### src/rtl/mul_issue_ctrl_pkg.sv
// Shared opcode encodings for the EXE-stage multiplier and its issue controller.
// Ops are one-hot; MUL_OP_NONE marks a bubble and makes the multiplier produce 0.
// mul_op_is_onehot() screens EXE opcodes before they reach the datapath.
package mul_issue_ctrl_pkg;

    localparam int MUL_OP_W = 3;

    localparam logic [MUL_OP_W-1:0] MUL_OP_NONE   = 3'b000;
    localparam logic [MUL_OP_W-1:0] MUL_OP_MULW   = 3'b001;
    localparam logic [MUL_OP_W-1:0] MUL_OP_MULHW  = 3'b010;
    localparam logic [MUL_OP_W-1:0] MUL_OP_MULHWU = 3'b100;

    function automatic logic mul_op_is_onehot(input logic [MUL_OP_W-1:0] op);
        return (op == MUL_OP_MULW) || (op == MUL_OP_MULHW) || (op == MUL_OP_MULHWU);
    endfunction

endpackage

### src/rtl/mul_issue_ctrl_multiplier.sv
// Pipelined 32x32 multiplier datapath: mul.w (low word), mulh.w / mulh.wu (high word).
// Latency: one register stage, result valid the cycle after the op is presented.
// Backpressure: none; it cannot stall, the caller must capture every result.
// Ports: clk/reset (sync, active-high), op (one-hot or NONE), src1/src2 operands, res registered result.
module mul_issue_ctrl_multiplier
    import mul_issue_ctrl_pkg::*;
(
    input  logic                clk,
    input  logic                reset,
    input  logic [MUL_OP_W-1:0] op,
    input  logic [31:0]         src1,
    input  logic [31:0]         src2,
    output logic [31:0]         res
);

    logic [63:0] op_a;
    logic [63:0] op_b;
    logic [63:0] product;
    logic [31:0] res_d;
    logic [31:0] res_q;

    // Extending both operands to 64 bits (sign-extended only for mulh.w) lets one
    // modulo-2^64 unsigned multiply serve signed and unsigned high-word ops alike.
    always_comb begin
        op_a    = {{32{(op == MUL_OP_MULHW) & src1[31]}}, src1};
        op_b    = {{32{(op == MUL_OP_MULHW) & src2[31]}}, src2};
        product = op_a * op_b;
        res_d   = 32'h0;
        case (op)
            MUL_OP_MULW:                 res_d = product[31:0];
            MUL_OP_MULHW, MUL_OP_MULHWU: res_d = product[63:32];
            default:                     res_d = 32'h0;
        endcase
    end

    always_ff @(posedge clk) begin
        if (reset) begin
            res_q <= 32'h0;
        end else begin
            res_q <= res_d;
        end
    end

    assign res = res_q;

endmodule

### src/rtl/mul_issue_ctrl.sv
// Issue controller for the EXE-stage multiplier with a one-entry hold buffer toward MEM.
// Latency: op accepted in cycle t is presented (out_valid) in cycle t+1; 1 op/cycle sustained.
// Backpressure: MEM stall parks the result in the hold buffer and drops in_ready until it drains.
// Ports: clk/reset (sync, active-high), flush, in_* valid/ready op from EXE, out_* valid/ready result
//        to MEM, perf_issue_cnt/perf_stall_cnt counters.
// Build option: define MUL_CTRL_PERF_EN to implement the perf counters; otherwise they read 0.
module mul_issue_ctrl
    import mul_issue_ctrl_pkg::*;
#(
    parameter int TAG_W = 5
) (
    input  logic                clk,
    input  logic                reset,
    input  logic                flush,
    input  logic                in_valid,
    output logic                in_ready,
    input  logic [MUL_OP_W-1:0] in_op,
    input  logic [31:0]         in_src1,
    input  logic [31:0]         in_src2,
    input  logic [TAG_W-1:0]    in_tag,
    output logic                out_valid,
    input  logic                out_ready,
    output logic [31:0]         out_res,
    output logic [TAG_W-1:0]    out_tag,
    output logic [31:0]         perf_issue_cnt,
    output logic [31:0]         perf_stall_cnt
);

    logic                fire_in;
    logic [MUL_OP_W-1:0] mul_op;
    logic [31:0]         mul_res;

    logic                s1_valid_d, s1_valid_q;
    logic [TAG_W-1:0]    s1_tag_d,   s1_tag_q;
    logic                hold_valid_d, hold_valid_q;
    logic [31:0]         hold_res_d,   hold_res_q;
    logic [TAG_W-1:0]    hold_tag_d,   hold_tag_q;

    // A result sitting at the multiplier output that MEM refuses this cycle will be
    // copied into hold, so no new op may enter behind it.
    assign in_ready = ~hold_valid_q & ~(s1_valid_q & ~out_ready);
    assign fire_in  = in_valid & in_ready & ~flush;

    // Bubbles and malformed opcodes both drive NONE so the multiplier yields 0.
    assign mul_op = (fire_in && mul_op_is_onehot(in_op)) ? in_op : MUL_OP_NONE;

    mul_issue_ctrl_multiplier u_multiplier (
        .clk   (clk),
        .reset (reset),
        .op    (mul_op),
        .src1  (in_src1),
        .src2  (in_src2),
        .res   (mul_res)
    );

    // s1_valid and hold_valid are mutually exclusive, hold wins the mux.
    assign out_valid = s1_valid_q | hold_valid_q;
    assign out_res   = hold_valid_q ? hold_res_q : (s1_valid_q ? mul_res  : 32'h0);
    assign out_tag   = hold_valid_q ? hold_tag_q : (s1_valid_q ? s1_tag_q : '0);

    always_comb begin
        s1_valid_d   = fire_in;
        s1_tag_d     = fire_in ? in_tag : s1_tag_q;
        hold_valid_d = hold_valid_q;
        hold_res_d   = hold_res_q;
        hold_tag_d   = hold_tag_q;
        if (s1_valid_q && !out_ready) begin
            hold_valid_d = 1'b1;
            hold_res_d   = mul_res;
            hold_tag_d   = s1_tag_q;
        end else if (hold_valid_q && out_ready) begin
            hold_valid_d = 1'b0;
        end
        // fire_in is already masked by flush, so s1 empties on its own.
        if (flush) begin
            hold_valid_d = 1'b0;
        end
    end

    always_ff @(posedge clk) begin
        if (reset) begin
            s1_valid_q   <= 1'b0;
            s1_tag_q     <= '0;
            hold_valid_q <= 1'b0;
            hold_res_q   <= 32'h0;
            hold_tag_q   <= '0;
        end else begin
            s1_valid_q   <= s1_valid_d;
            s1_tag_q     <= s1_tag_d;
            hold_valid_q <= hold_valid_d;
            hold_res_q   <= hold_res_d;
            hold_tag_q   <= hold_tag_d;
        end
    end

`ifdef MUL_CTRL_PERF_EN
    logic        stall;
    logic [31:0] perf_issue_d, perf_issue_q;
    logic [31:0] perf_stall_d, perf_stall_q;

    assign stall = in_valid & ~in_ready & ~flush;

    // Free-running 32-bit counters, wrap naturally.
    always_comb begin
        perf_issue_d = perf_issue_q + 32'(fire_in);
        perf_stall_d = perf_stall_q + 32'(stall);
    end

    always_ff @(posedge clk) begin
        if (reset) begin
            perf_issue_q <= 32'h0;
            perf_stall_q <= 32'h0;
        end else begin
            perf_issue_q <= perf_issue_d;
            perf_stall_q <= perf_stall_d;
        end
    end

    assign perf_issue_cnt = perf_issue_q;
    assign perf_stall_cnt = perf_stall_q;
`else
    assign perf_issue_cnt = 32'h0;
    assign perf_stall_cnt = 32'h0;
`endif

endmodule
### config.mk
export PLATFORM = sky130hd
export DESIGN_NAME = mul_issue_ctrl
export DESIGN_NICKNAME = d
export VERILOG_FILES = /design/src/rtl/mul_issue_ctrl_pkg.sv /design/src/rtl/mul_issue_ctrl_multiplier.sv /design/src/rtl/mul_issue_ctrl.sv
export SDC_FILE = /design/constraint.sdc
export NUM_CORES = 2
export LEC_CHECK = 0
export ABC_AREA = 1
export BUFFER_PORTS_ARGS = -buffer_cell sky130_fd_sc_hd__buf_2
export CAP_MARGIN = 20
export CORE_MARGIN = 4
export CORE_UTILIZATION = 43
export CTS_BUF_LIST = sky130_fd_sc_hd__clkbuf_8 sky130_fd_sc_hd__clkbuf_16
export DETAILED_ROUTE_END_ITERATION = 10
export GPL_TIMING_DRIVEN = 1
export PLACE_DENSITY = 0.71
export SYNTH_ARGS = -nofsm -noshare
export SYNTH_HDL_FRONTEND = slang
export SYNTH_SLANG_ARGS = --single-unit
### constraint.sdc
create_clock -name clk -period 14.72 [get_ports clk]
set_input_delay 2.208 -clock clk [delete_from_list [all_inputs] [get_ports clk]]
set_output_delay 2.208 -clock clk [all_outputs]
set_load 0.02 [all_outputs]
==> impl_metrics.csv <==
group,metric,value,unit
layout,final_util,44.82,%
setup_path,cpMostUsedCell,"fa_1",
layout,synthToLayoutAreaGrowth,3.427,%
floorplan,core_area,0.1000,mm²
global_routing,grt_pass1_vias,37481,
clocking,postCtsHoldBufs,0,
min_path,hold_class,"reg2reg",
routing,avgRoutedWirePerCell,18.01,µm
synth,yosysWarnings,0,
clocking,htree_levels,3,
layout,seqCellArea,0.001521,mm²
synth,yosysSeqAreaShare,3.511,%
floorplan,start_util,43.34,%
run,maxCapViolations,0,
clocking,clockRootBuffer,"clkbuf_16",
setup_path,cp_slowest_cell,"fa_1",
sta,setup-tns-final,0,ns
setup_path,critical_path_required,14.92,ns
global_routing,grt_pass1_wl,202.3,mm
synth,synth_edf_count,0,
layout,multiInputGateArea,0.03466,mm²
synth,synth_top_cell_by_area,"fa_1",
global_routing,grt_max_degree,77,
clocking,numCtsBuffers,9,
placed_design,hpwlAfterDp,99.96,mm
status,status,"complete, no violations",
clocking,cts_resized,0,
global_routing,antenna_found_initial,1,
routing,vias_per_cell,5.084,
layout,fillCellCount,9895,
placed_design,gp_congestion,1.042,
sta,tightest_slew,1.072,ns
floorplan,pin_count,180,
floorplan,dieArea,0.1059,mm²
placed_design,port_buffers,115,
synth,ys_types,45,
sta,fmax,89.66,MHz
synth,synth_async_sr_flop_share,0,%
synth,synth_top_flop_cell,"dfxtp_1",
routing,drt_iter0_markers,2550,
sta,setup_viol,0,
floorplan,fp.dieH,325.5,µm
layout,final_nets,6810,
setup_path,end_kind,"flip-flop",
clocking,clock_latency,0.36,ns
global_routing,grt_use_total,23.66,%
clocking,cts_tree,"done",
sta,rsz0062_at_grt,"false",
sta,fin_crit_sh,75.77,%
setup_path,start_kind,"input port",
routing,drc,0,
floorplan,fp-row-count,116,
clocking,cts_buffer_depth,2,
synth,synth-seq-cells,76,
placed_design,pre_cts_ws,3.311,ns
sta,report.final.slew_viol_count,0,
synth,netlist_area,0.04334,mm²
setup_path,path_class,"in2reg",
synth,syn_inst,5504,
routing,dr.pass1.iters,6,
setup_path,cp.arrival,11.35,ns
routing,drtAntennaViolNets,0,
routing,vias,34061,
layout,final_layout_size_suffix_gt1_share,4.388,%
sta,skew,0.02046,ns
clocking,post_cts_buffers,0,
clocking,clkTransAtPathRegs,0.07,ns
sta,fin_ws,3.567,ns
routing,wirelength,120.6,mm
clocking,clock_sinks,76,
sta,hold_viol_final,0,
setup_path,cp_max_fo,40,
global_routing,grt_overflow,0,
synth,synth_area_leaders,"fa_1, inv_1, nand2_1",
sta,max_slew_margin,28.48,%
synth,avgSynthCellArea,7.874,µm²
synth,synth.top_cell.area_share,51.97,%
setup_path,slowest_delay,0.94,ns
floorplan,die_w,325.5,µm
sta,period_needed,11.15,ns
==> area by class of cell <==
type | count | share of cell area (%)
Clock buffer | 10 | 0.5331
Tap cell | 1298 | 3.623
Sequential cell | 76 | 3.394
Clock inverter | 6 | 0.1424
Multi-Input combinational cell | 3588 | 77.32
Timing Repair Buffer | 145 | 1.786
Antenna cell | 1 | 0.005583
Inverter | 1576 | 13.20
==> state kept, by name, summed over array words and instances (netlist names) <==
| signal | flops |
|---|---|
| hold_tag_q | 5 |
| s1_tag_q | 5 |
| u_multiplier.res | 32 |
| hold_res_q | 32 |
| hold_valid_q | 1 |
| s1_valid_q | 1 |
==> through the flow <==
stage	cell area [µm²]	instances	hold slack, ns
final	44820	6700	0.4623
after global routing	44820	6700	0.4817
after CTS	44820	6699	0.4644
after detailed placement	44520	6683	0.4553
after global placement	44520	6683	0.4521
after floorplan	43580	5567	0.4400
==> worst max-delay path: cells and delay by family <==
kind            cells  cell delay (ns)
simple gates       13             2.22
compound gates      2             0.17
buf+inv             7             1.47
fa+ha+maj           9             5.21
==> Yosys cell counts, drive strengths merged (5+ instances only) <==
library cell	number
nor2	191
nor3	12
ha	212
inv	1576
clkbuf	255
o21ai	80
dfxtp	76
or2	19
nand2	1492
buf	72
a21oi	179
a21boi	5
fa	1125
nand3	147
o21bai	13
o21a	5
nand4	22
==> placed cells by master, fill, tap and decap left out, types with 11 or more instances in the layout <==
cell type     n
fa_1       1125
nand3_2      11
o21ai_0      64
nand2_1    1485
nand4_1      22
a21oi_1     174
o21bai_1     12
nor2_2       20
nor2_1      168
ha_1        212
buf_2       115
inv_1      1569
or2_2        15
o21ai_1      15
nand3_1     135
buf_4        30
dfxtp_1      76
conb_1       64
==> worst paths after layout <==
check                                               startpoint                               to  slack, ns  cells past startpoint
worst max register to register       hold_valid_q$_SDFFE_PP0P_  u_multiplier.res[20]$_SDFF_PP0_       4.79                     30
worst min-delay path            u_multiplier.res[1]$_SDFF_PP0_       hold_res_q[1]$_SDFFE_PP0P_       0.46                      2
worst min register to register  u_multiplier.res[1]$_SDFF_PP0_       hold_res_q[1]$_SDFFE_PP0P_       0.46                      2
worst max-delay path                                 out_ready  u_multiplier.res[20]$_SDFF_PP0_       3.57                     31
==> metal layers <==
layer | GRT usage [%] | routed length (µm) | vias to the layer above
li1 | - | - | 15086
met2 | 40.66 | 58500 | 1475
met4 | 7.129 | 4124 | 0
met5 | 0 | 0 | -
met1 | 31.75 | 49030 | 17224
met3 | 2.517 | 8995 | 276
==> cell families (layout without fill, tap and decap cells) <==
group                    after synthesis  count (layout)  synth area share (%)
AND/OR/NAND/NOR                     1892            1892                 17.59
buffers and inverters               1903            1737                 17.07
AO/OA/AOI/OAI                        287             287                 3.577
XOR/XNOR                               8               8                0.1617
flip-flops                            76              76                 3.511
other                                  1              65              0.008653
adder cells (fa/ha/maj)             1337            1337                 58.09
Power is left out: the tool's default activity adds up to more than one toggle a clock period on the data nets, which glitch-free logic cannot reach.
